File: config.mk
export PLATFORM = sky130hd
export DESIGN_NAME = alu_seq
export DESIGN_NICKNAME = d
export VERILOG_FILES = /design/src/rtl/alu_seq.sv
export SDC_FILE = /design/constraint.sdc
export NUM_CORES = 1
export LEC_CHECK = 0
export BUFFER_PORTS_ARGS = -buffer_cell sky130_fd_sc_hd__buf_2
export CAP_MARGIN = 20
export CELL_PAD_IN_SITES_DETAIL_PLACEMENT = 0
export CELL_PAD_IN_SITES_GLOBAL_PLACEMENT = 1
export CORE_MARGIN = 2
export CORE_UTILIZATION = 41
export DETAILED_ROUTE_END_ITERATION = 7
export PLACE_DENSITY_LB_ADDON = 0.12
export SYNTH_ARGS = -nofsm -noshare
export SYNTH_HDL_FRONTEND = slang
export SYNTH_SLANG_ARGS = --single-unit
File: constraint.sdc
create_clock -name clk -period 2.29 [get_ports clk]
set_input_delay 0.1145 -clock clk [delete_from_list [all_inputs] [get_ports clk]]
set_output_delay 0.1145 -clock clk [all_outputs]
set_load 0.02 [all_outputs]
File: src/rtl/alu_seq.sv
// rtl/alu_seq.sv - registered ALU with zero/carry flags and an iterative shift-add multiply
module alu_seq #(
    parameter int WIDTH = 8
) (
    input  logic             clk,
    input  logic             reset,
    input  logic             start,
    input  logic [2:0]       op,
    input  logic [WIDTH-1:0] a,
    input  logic [WIDTH-1:0] b,
    output logic [WIDTH-1:0] result,
    output logic             z,
    output logic             c,
    output logic             busy,
    output logic             done
);

    typedef enum logic [2:0] {
        OP_ADD = 3'd0,
        OP_SUB = 3'd1,
        OP_INC = 3'd2,
        OP_XOR = 3'd3,
        OP_AND = 3'd4,
        OP_OR  = 3'd5,
        OP_SHR = 3'd6,
        OP_MUL = 3'd7
    } op_t;

    typedef enum logic {
        S_IDLE,
        S_MUL
    } state_t;

    localparam int CW = $clog2(WIDTH);
    localparam logic [CW-1:0] LAST_STEP = CW'(WIDTH - 1);

    state_t             state;
    logic [2*WIDTH-1:0] mcand;
    logic [WIDTH-1:0]   mplier;
    logic [2*WIDTH-1:0] acc;
    logic [CW-1:0]      step_cnt;

    logic [WIDTH:0]     sum;
    logic [WIDTH:0]     diff;
    logic [WIDTH:0]     incr;
    logic [WIDTH-1:0]   shr_res;
    logic               shr_c;
    logic [WIDTH-1:0]   alu_res;
    logic               alu_c;
    logic [2*WIDTH-1:0] acc_step;

    assign sum     = {1'b0, a} + {1'b0, b};
    assign diff    = {1'b0, a} - {1'b0, b};
    assign incr    = {1'b0, a} + (WIDTH+1)'(1);
    assign shr_res = a >> b;
    // Last bit shifted out is a[b-1]; an out-of-range mask shifts to zero for b > WIDTH.
    assign shr_c   = (b != '0) && (|(a & (WIDTH'(1) << (b - WIDTH'(1)))));

    always_comb begin
        alu_res = '0;
        alu_c   = 1'b0;
        case (op)
            OP_ADD: begin
                alu_res = sum[WIDTH-1:0];
                alu_c   = sum[WIDTH];
            end
            OP_SUB: begin
                alu_res = diff[WIDTH-1:0];
                alu_c   = diff[WIDTH];
            end
            OP_INC: begin
                alu_res = incr[WIDTH-1:0];
                alu_c   = incr[WIDTH];
            end
            OP_XOR: alu_res = a ^ b;
            OP_AND: alu_res = a & b;
            OP_OR:  alu_res = a | b;
            OP_SHR: begin
                alu_res = shr_res;
                alu_c   = shr_c;
            end
            default: begin
                alu_res = '0;
                alu_c   = 1'b0;
            end
        endcase
    end

    assign acc_step = mplier[0] ? (acc + mcand) : acc;

    always_ff @(posedge clk) begin
        if (reset) begin
            state    <= S_IDLE;
            mcand    <= '0;
            mplier   <= '0;
            acc      <= '0;
            step_cnt <= '0;
            result   <= '0;
            z        <= 1'b0;
            c        <= 1'b0;
            busy     <= 1'b0;
            done     <= 1'b0;
        end else begin
            done <= 1'b0;
            case (state)
                S_IDLE: begin
                    if (start) begin
                        if (op == OP_MUL) begin
                            mcand    <= {{WIDTH{1'b0}}, a};
                            mplier   <= b;
                            acc      <= '0;
                            step_cnt <= '0;
                            busy     <= 1'b1;
                            state    <= S_MUL;
                        end else begin
                            result <= alu_res;
                            z      <= (alu_res == '0);
                            c      <= alu_c;
                            done   <= 1'b1;
                        end
                    end
                end
                S_MUL: begin
                    // Multiplier consumed LSB-first; multiplicand walks left one place per step.
                    acc      <= acc_step;
                    mcand    <= mcand << 1;
                    mplier   <= mplier >> 1;
                    step_cnt <= step_cnt + CW'(1);
                    if (step_cnt == LAST_STEP) begin
                        result <= acc_step[WIDTH-1:0];
                        z      <= (acc_step[WIDTH-1:0] == '0);
                        c      <= |acc_step[2*WIDTH-1:WIDTH];
                        done   <= 1'b1;
                        busy   <= 1'b0;
                        state  <= S_IDLE;
                    end
                end
                default: state <= S_IDLE;
            endcase
        end
    end

endmodule

==> results of run 1 <==
[per-stage QoR]
step	hold slack [ns]	TNS (ns)	area, um^2	power [uW]	setup slack (ns)
detailed placement	0.4457	-1.940	6082	1754	-0.4545
global placement	0.4392	-1.560	6082	1741	-0.3933
floorplan	0.3913	-0.1162	5019	1463	-0.1162
CTS	0.1551	-1.130	6419	2556	-0.2682
finish	0.1604	-1.242	6536	2549	-0.3264
global route	0.1715	-2.676	6536	2668	-0.4607
[cells by family (layout without fill, tap and decap cells)]
kind of cell               Yosys count  in the layout  share of synthesized area
AOI/OAI and AO/OA                  208            208                     0.2673
adders and majority gates           47             47                     0.1228
and+or+nand+nor                    240            240                     0.2278
buffers and inverters               76            202                    0.06368
xor gates and xnor gates            17             17                    0.02995
DFF                                 56             56                     0.2255
muxes                               25             25                    0.06292
[layout make-up]
class,count,share of cell area
Clock buffer,8,0.02240
Tap cell,147,0.02814
Inverter,30,0.01780
Sequential cell,56,0.1730
Timing Repair Buffer,164,0.1763
Multi-Input combinational cell,537,0.5823
[how the worst max path moves through the flow]
stage	from	endpoint	slack, ns	cells past startpoint
after floorplan	mcand[0]	c	-0.12	10
after global placement	a[0]	c	-0.39	12
after detailed placement	mcand[0]	z	-0.45	11
after CTS	mcand[0]	z	-0.27	11
after global routing	mcand[0]	c	-0.46	10
final	mcand[1]	c	-0.33	10
[repair_timing]
action | 4_1_cts | 5_1_grt
endpoints found under the setup margin | 10 | 15
buffers inserted | 6 | 4
resized for setup | 28 | 24
pin swaps | 8 | 11
[layout by cell type (no fill, tap or decap), types with 9 or more instances in the layout]
cell / count
nor2_1: 63
inv_1: 26
nand3_1: 23
dfxtp_1: 48
o21ai_0: 17
ha_1: 36
nand2_1: 75
nand2b_1: 9
buf_4: 130
a21oi_1: 91
mux2i_1: 14
xnor2_1: 13
nor3_1: 20
buf_2: 33
and3_1: 15
[registers in the layout (all words and copies together), names as in the netlist]
signal / flops
mcand: 16
step_cnt: 3
done: 1
acc: 16
z: 1
mplier: 8
result: 8
c: 1
busy: 1
state: 1
[metal layers]
layer  share of wire  vias to the layer above  wire length [um]
met5               0                        -                 0
met4           0.030                        0               496
met3           0.025                       32               419
met2            0.50                      131              8286
met1            0.45                     2540              7441
li1                -                     2667                 -
[power groups by stage]
stage	registers, uW	logic (uW)	clock network [uW]
floorplan	1050	412	0
global placement	1040	703	0
detailed placement	1040	716	0
CTS	1020	723	817
global route	1020	799	848
finish	1020	734	798
[tightest hold or removal path, cell delays in order]
cell	delay [ns]
buf_2	0.10
inv_1	0.08
o211a_1	0.12
==> results.md, run 1 <==
* Crit share post-route at 1.143
* Setup Skew at about 0.0068 ns
* Die Y at 114.1 um
* Seq cells post-synth at 56
* Placed cell count at around 930
* Max_slew headroom at 0.6061
* First-pass GRT wire length at 26780 um
* Critical path's slowest cell: fa_2
* Mapped Area at between 4000 and 5000 um^2
* Total Wirelength at 16640 um
* Unique cell type count in the Yosys netlist at 74
* Row count at 40
* CP Cell Sequence: buf_6, fa_2, a211oi_4, o21bai_2, o211ai_1, xor2_1, a21oi_1, nand4b_1, o41ai_2, a211oi_1
* Diode count at 0
* Number of synthesized flops with an enable pin at 0
* GR Layer Usage met2 at 0.4508
* Crit. End Element: flip-flop
* Syn avg cell area at 7.431 um^2
* FILL cells at approximately 1200
* CP arrival at 2.77 ns
* Sequential Power Share at 0.399
* Worst Path Required at about 2.5 ns
* Critical path launch point type: flip-flop
* Most frequent cell after synthesis: a21oi_1
* CP top delay family: compound AO/OA/AOI/OAI gates
* Synth area leader: dfxtp_1
* Hold Crit Depth at 3
* Clk pwr share at 0.313
* Fin crit period at around 2.6 ns
* HP Start: reset
* Vias in the first global route at 5268
* WHS Endpoint: acc[15]
* Max-cap violations at 0
* Status: finished with violations
* Clock insertion delay at the later pin of the skew report at 0.30 ns
* DIE WIDTH at roughly 110 um
* Root buf cell: clkbuf_16
* # clock sinks at 56
* Reg2reg start: mcand[1]
* Post-DRT Antenna Nets at 0
* RSZ-0062 raised after global routing: yes
* FMAX at 382.2 MHz
* GR peak layer: met2
* Routed vias at around 5400
* Met1 Use GR at 0.3247
* Switch share at 0.3106
* Synth top cells by count: 97 x a21oi_1, 76 x nand2_1, 65 x nor2_1
* Most area-consuming cells after synthesis: dfxtp_1 23%, ha_1 11%, a21oi_1 9.8%
* Synth Flop Type: dfxtp_1
* Worst slew pin tran at 0.5908 ns
* # setup viols final at 8
* Proportion of layout cells with a drive suffix above 1 at 0.3044
* DP Wirelength at approximately 13000 um
* Critical path type: reg -> reg
* Total grt overflow at 0
* Finished Layout Cells at between 900 and 1000
* PD cells at 390.0 nW/um^2
* Clock buffer depth at 2
* Crit path max fanout at 3
* Area Overhead vs Synth at 31.49%
* NumNets Final at 863
* H-Tree Depth at 2
* Async S/R FF share, synth at 0
* Setup ws final at -0.3264 ns
* RD Place Congestion at 0.9541
* Remaining DRCs at 0
* VDD IR max at 0.0002955 V
* GR Layer Usage met3 at 0.02012
* Worst Path Buf+Inv at 1
* Failing checks: negative setup slack
* Final core occ at 0.5487
* Gate count of the mapped netlist at between 600 and 700
* Reg2reg end: c
* Area of the multi-input gates at 3806 um^2
* Inserted Clock Buffers at 5
* Clock slew at reported path FFs at 0.07 ns
* Share of Yosys cell area claimed by the top area cell type at 0.2255
* DRT Pass-1 Iters at 5
* GRT Overall Usage at 0.2551
* DR iter-0 viols at 318
* TritonCTS clock tree: yes
* Leak Pwr at 0.002823 uW
* Hold Fails Final Rpt at 0
* Port bufs at 33
* Switching Power at 791.9 uW
* Pins Over Slew Limit at 0
* Drt via density at 5.701
* R2R Setup Slk at -0.33 ns
* Max incr delay on CP at 0.40 ns
* Antenna violations before repair at 0
* Area of the core at 11910 um^2
* Combinational share of power at 0.288
* Reg area at 1131 um^2
* Initial Util at 0.4173
* CTS Hold Bufs at 0
* Int Power at 1757 uW
* Synth warn at 0
* Die area at 13020 um^2
* Pin count of the biggest net entering global routing at 55
* Sequential share of the synthesized area at 0.2255
* Io pins at 34
* Worst reg2reg path depth at 10
* WL/cell at 17.67 um
* Hold Crit Class: in -> reg
* Syn nets at 738
(Power assumes the default switching activity.)
==> run 2, diff against run 1 <==
- ABC_AREA: not set -> 1
- CORE_UTILIZATION: 41 -> 39
==> results.md, run 2 <==
* Clock slew at reported path FFs at 0.08 ns (about the same)
* Reg area at 1129 um^2 (-0.22%)
* RD Place Congestion at 0.9549 (about the same)
* Die Y at 118.1 um (+3.5%)
* Seq cells post-synth at 56 (unchanged)
* Area Overhead vs Synth at 17.21%
* Die area at 13960 um^2 (+7.2%)
* Max_slew headroom at 0.6529 (+0.04680)
* Clock insertion delay at the later pin of the skew report at 0.31 ns (about the same)
* Most frequent cells in the layout: 265 x nand2_1, 93 x inv_1, 70 x nor2_1
* Status: complete, no violations
* Drt via density at 5.246 (-8.0%)
* Critical path's slowest cell: dfxtp_1
* Max-cap violations at 0 (unchanged)
* Critical path type: reg -> reg
* First-pass GRT wire length at 27410 um (+2.4%)
* Sequential share of the synthesized area at 0.2206 (-0.004887)
* H-Tree Depth at 2 (unchanged)
* Initial Util at 0.4010 (-0.01632)
* Clock buffer depth at 2 (unchanged)
* Crit path max fanout at 4 (+1)
* Routed vias at 5598 (+4.2%)
* PD cells at 419.3 nW/um^2 (+7.5%)
* Combinational share of power at 0.259 (-0.029)
* Area of the core at 12670 um^2 (+6.4%)
* Sequential Power Share at 0.410 (+0.011)
* Synth warn at 0 (unchanged)
* Worst slew pin tran at 0.5199 ns (-0.07092 ns)
* Biggest regs: acc (16), mcand (16)
* Post-DRT Antenna Nets at 0 (unchanged)
* Leak Pwr at 0.002781 uW (-1.5%)
* DP Wirelength at 13970 um (+10%)
* Fin crit period at 2.148 ns (-0.4688 ns)
* Int Power at 1645 uW (-6.4%)
* Synth top cells by count: 268 x nand2_1, 93 x inv_1, 72 x nor2_1
* Unique cell type count in the Yosys netlist at 46 (-38%)
* Pin count of the biggest net entering global routing at 41 (-25%)
* Area of the multi-input gates at 3617 um^2 (-5.0%)
* Diode count at 0 (unchanged)
* CP most frequent cell: nand2_1
* # clock sinks at 56 (unchanged)
* NumNets Final at 963 (+12%)
* Total grt overflow at 0 (unchanged)
* Crit. End Element: flip-flop
* VDD IR max at 0.0003271 V (+11%)
* Remaining DRCs at 0 (unchanged)
* Setup Skew at 0.007177 ns (+0.0004185 ns)
* # setup viols final at 0 (-8)
* Switch share at 0.3412 (+0.03055)
* Number of synthesized flops with an enable pin at 0 (unchanged)
* Inserted Clock Buffers at 5 (unchanged)
* Share of Yosys cell area claimed by the top area cell type at 0.2206 (-0.004887)
* Hold Fails Final Rpt at 0 (unchanged)
* Switching Power at 852.0 uW (+7.6%)
* Worst Path Required at 2.48 ns (+0.03 ns)
* CP Cell Sequence: ha_4, nand2_1, nand2_1, a21oi_1, nand2_2, nand2_2, nand3_1, nand2_1, nand2_1, nand2_1, nand2_1, nor2_2, nand2_1, a21oi_2, a21oi_1
* CTS Hold Bufs at 0 (unchanged)
* Final Hold Slack at 0.1434 ns (-0.01701 ns)
* Synth Flop Type: dfxtp_1
* Total negative slack at 0 ns (+1.242 ns)
* Gate count of the mapped netlist at 842 (+26%)
* DR iter-0 viols at 381 (+20%)
* Clk pwr share at 0.332 (+0.019)
* Io pins at 34 (unchanged)
* Total Wirelength at 17650 um (+6.1%)
* GRT Overall Usage at 0.2476 (-0.007506)
* Syn nets at 911 (+23%)
* Most area-consuming cells after synthesis: dfxtp_1 22%, nand2_1 20%, ha_1 11%
* Async S/R FF share, synth at 0 (unchanged)
* Row count at 41 (+2.5%)
* Max incr delay on CP at 0.43 ns (+0.03 ns)
* CP arrival at 2.34 ns (-0.43 ns)
* Port bufs at 33 (unchanged)
* Mapped Area at 5081 um^2 (+2.2%)
* Root buf cell: clkbuf_16
* FMAX at 465.7 MHz (+22%)
* Vias in the first global route at 5196 (-1.4%)
* Most frequent cell after synthesis: nand2_1
* Most common cell after layout, fill and taps aside: nand2_1
* Pins Over Slew Limit at 0 (unchanged)
* TritonCTS clock tree: yes
* Syn avg cell area at 6.035 um^2 (-19%)
* FILL cells at 1413 (+20%)
* Antenna violations before repair at 0 (unchanged)
* WL/cell at 16.54 um (-6.4%)
* Hold Crit Class: in -> reg
* Synth area leader: dfxtp_1
* DRT Pass-1 Iters at 5 (unchanged)
* Proportion of layout cells with a drive suffix above 1 at 0.1486 (-0.1558)
* Critical path launch point type: flip-flop
* Crit share post-route at 0.9378 (-0.2047)
* DIE WIDTH at 118.1 um (+3.5%)
## run 2: cell count changes in the layout (fill, tap and decap cells not counted), moves of 12 or more
cell	delta
nand2_1	+190
a31oi_1	+12
inv_1	+67
mux2i_1	-13
a21oi_1	-26
buf_4	-90
o21ai_0	+16
nand3_1	+43
and3_1	-15
## run 2: kinds of logic (layout without fill, tap and decap cells)
kind of cell	after synthesis	count (layout)	share of synthesized area
and+or+nand+nor	451	451	0.3713
muxes	1	1	0.001970
buffers and inverters	128	181	0.1012
DFF	56	56	0.2206
AOI/OAI and AO/OA	149	149	0.1675
adders and majority gates	47	47	0.1202
xor gates and xnor gates	10	10	0.01724
## run 2: path summary, 6_finish.rpt
| kind | start | end | slack (ns) | depth (start not counted) |
|---|---|---|---|---|
| worst min register to register | mplier[4] | mplier[4] | 0.47 | 2 |
| worst max register to register | acc[4] | c | 0.14 | 15 |
| worst max-delay path | acc[4] | c | 0.14 | 15 |
| worst min-delay path | a[7] | mcand[7] | 0.14 | 3 |
## run 2: cell type report
class                           count  share of cell area
Clock buffer                        5             0.02101
Multi-Input combinational cell    658              0.6074
Clock inverter                      3            0.004832
Tap cell                          172             0.03613
Timing Repair Buffer               73             0.07815
Sequential cell                    56              0.1895
Inverter                          100             0.06303
## run 2: power by group through the flow
stage          clock network [uW]  logic, uW  registers [uW]
5_1_grt                       888        712            1030
6_report                      828        646            1020
2_1_floorplan                   0        372            1060
4_1_cts                       851        634            1020
3_3_place_gp                    0        630            1040
3_5_place_dp                    0        632            1040
## run 2: metal layers
layer / track usage / share of wire / up-vias
met3: 0.03427 / 0.041 / 32
met5: 0 / 0 / -
met2: 0.4039 / 0.46 / 132
met4: 0.07605 / 0.023 / 0
li1: - / - / 2864
met1: 0.3378 / 0.48 / 2570
## run 2: worst max-delay path, delay by kind of cell (launching register included)
kind | cells | cell delay, ns
compound gates | 3 | 0.37
simple gates | 11 | 0.98
flops | 1 | 0.43
fa+ha+maj | 1 | 0.25
## run 2: timing repair
| item | in CTS | in global routing |
|---|---|---|
| setup buffers | 0 | 1 |
| endpoints found under the setup margin | 0 | 1 |
| endpoints found under the hold margin | 0 | 0 |
| resized for setup | 0 | 31 |
## run 2: metrics by stage
step / util / cell area, um^2 / worst slack [ns] / total power [uW] / cells
2_1_floorplan: - / 5081 / 0.3220 / 1433 / 842
3_3_place_gp: 0.4432 / 5615 / 0.07419 / 1673 / 1058
3_5_place_dp: 0.4432 / 5615 / 0.03835 / 1676 / 1058
4_1_cts: 0.4553 / 5769 / 0.01198 / 2505 / 1066
5_1_grt: 0.4700 / 5956 / -0.04708 / 2627 / 1067
6_report: 0.4700 / 5956 / 0.1425 / 2497 / 1067
==> run 3, diff against run 2 <==
- RECOVER_POWER: not set -> 50
==> results.md, run 3 (synthesis results as in run 2) <==
* Status: complete, no violations
* Hold Fails Final Rpt at 0 (unchanged)
* Finished Layout Cells at 1067 (unchanged)
* DIE WIDTH at 118.1 um (unchanged)
* Port bufs at 33 (unchanged)
* Vias in the first global route at 5196 (unchanged)
* Post-DRT Antenna Nets at 0 (unchanged)
* DP Wirelength at 13970 um (unchanged)
* CP top delay family: simple AND/OR/NAND/NOR gates
* RD Place Congestion at 0.9549 (unchanged)
* TritonCTS clock tree: yes
* Clock slew at reported path FFs at 0.08 ns (about the same)
* Max-cap violations at 0 (unchanged)
* Max_slew headroom at 0.4142 (-0.2387)
* Design area at 5933 um^2 (-0.38%)
* Row count at 41 (unchanged)
* CP most frequent cell: nand2_1
* Hold Crit Class: in -> reg
* Clock buffer depth at 2 (unchanged)
* Reg area at 1129 um^2 (unchanged)
* Area of the core at 12670 um^2 (unchanged)
* CP Cell Sequence: ha_4, nand2_1, nand2_1, a21oi_1, nand2_2, nand2_2, nand3_1, nand2_1, nand2_1, nand2_1, nand2_1, nor2_2, nand2_1, a21oi_2, a21oi_1
* Placed cell count at 1058 (unchanged)
* Critical path type: reg -> reg
* Total Wirelength at 17680 um (+0.15%)
* Io pins at 34 (unchanged)
* Drt via density at 5.242 (about the same)
* # clock sinks at 56 (unchanged)
* Antenna violations before repair at 0 (unchanged)
* Most frequent cells in the layout: 265 x nand2_1, 93 x inv_1, 71 x nor2_1
* Die Y at 118.1 um (unchanged)
* Place WS at 0.03835 ns (unchanged)
* Area of placed instances at 5615 um^2 (unchanged)
* Area Overhead vs Synth at 16.77%
* Final Hold Slack at 0.1434 ns (-0.000001000 ns)
* Routed vias at 5593 (-0.089%)
* PD cells at 420.2 nW/um^2 (+0.22%)
* Most common cell after layout, fill and taps aside: nand2_1
* # setup viols final at 0 (unchanged)
* Crit path max fanout at 4 (unchanged)
* Crit. End Element: flip-flop
* Clock insertion delay at the later pin of the skew report at 0.31 ns (about the same)
* Initial Util at 0.4010 (unchanged)
* Leak Pwr at 0.002733 uW (-1.7%)
* Critical path's slowest cell: dfxtp_1
* H-Tree Depth at 2 (unchanged)
* Inserted Clock Buffers at 5 (unchanged)
* Max incr delay on CP at 0.43 ns (about the same)
* Critical path launch point type: flip-flop
* Setup ws final at 0.1429 ns (+0.0004110 ns)
* Proportion of layout cells with a drive suffix above 1 at 0.1341 (-0.01453)
* WL/cell at 16.57 um (+0.15%)
* Worst Path Buf+Inv at 0 (unchanged)
* DR iter-0 viols at 384 (+0.79%)
* DRT Pass-1 Iters at 5 (unchanged)
* Setup Skew at 0.007719 ns (+0.0005424 ns)
* Final core occ at 0.4683 (-0.001778)
* Worst slew pin tran at 0.8786 ns (+0.3588 ns)
* VDD IR max at 0.0003270 V (about the same)
* CP arrival at 2.34 ns (about the same)
* Die area at 13960 um^2 (unchanged)
* Total grt overflow at 0 (unchanged)
* Pin count of the biggest net entering global routing at 41 (unchanged)
* FMAX at 465.7 MHz (about the same)
* First-pass GRT wire length at 27410 um (unchanged)
* GRT Overall Usage at 0.2476 (unchanged)
* FILL cells at 1426 (+0.92%)
* Worst Path Required at 2.48 ns (about the same)
* Pins Over Slew Limit at 0 (unchanged)
* Diode count at 0 (unchanged)
* NumNets Final at 963 (unchanged)
* Biggest regs: acc (16), mcand (16)
* Crit share post-route at 0.9376 (about the same)
* Area of the multi-input gates at 3615 um^2 (about the same)
* Fin crit period at 2.147 ns (-0.0004110 ns)
* Root buf cell: clkbuf_16
* Remaining DRCs at 0 (unchanged)
* CTS Hold Bufs at 0 (unchanged)
-- run 3: per-layer routing --
metal,up-vias,wire length (um),track usage
met3,32,710,0.03427
met2,132,8078,0.4039
li1,2865,-,-
met1,2564,8474,0.3378
met5,-,0,0
met4,0,414,0.07605
-- run 3: area by class of cell --
type                            instances  area share
Clock buffer                            5     0.02109
Clock inverter                          3    0.004850
Inverter                              100     0.06326
Multi-Input combinational cell        658      0.6092
Sequential cell                        56      0.1902
Tap cell                              172     0.03627
Timing Repair Buffer                   73     0.07507
-- run 3: final timing paths --
path	start	endpoint	slack, ns	depth (start not counted)
worst max register to register	acc[4]	c	0.14	15
worst min-delay path	a[7]	mcand[7]	0.14	3
worst max-delay path	acc[4]	c	0.14	15
worst min register to register	mplier[4]	mplier[4]	0.48	2
-- run 3: worst min-delay path, delay by kind of cell --
family | cells | cell delay (ns)
AOI/OAI and AO/OA | 1 | 0.06
buffers and inverters | 1 | 0.14
and+or+nand+nor | 1 | 0.08
-- run 3: per-stage QoR --
stage / total power (uW) / setup TNS (ns)
finish: 2493 / 0
floorplan: 1433 / 0
detailed placement: 1676 / 0
CTS: 2505 / 0
global placement: 1673 / 0
global route: 2622 / -0.04708
-- run 3: report_power, final --
part	total, uW	internal, uW	switching [uW]
Combinational	641	215	426
Clock	829	423	406
Sequential	1020	1000	21.8
Total	2490	1640	854
-- run 3: what timing repair did --
| action | CTS | global route |
|---|---|---|
| resized for setup | 0 | 31 |
| setup buffers | 0 | 1 |
| endpoints found under the setup margin | 0 | 1 |
| hold endpoints to repair | 0 | 0 |
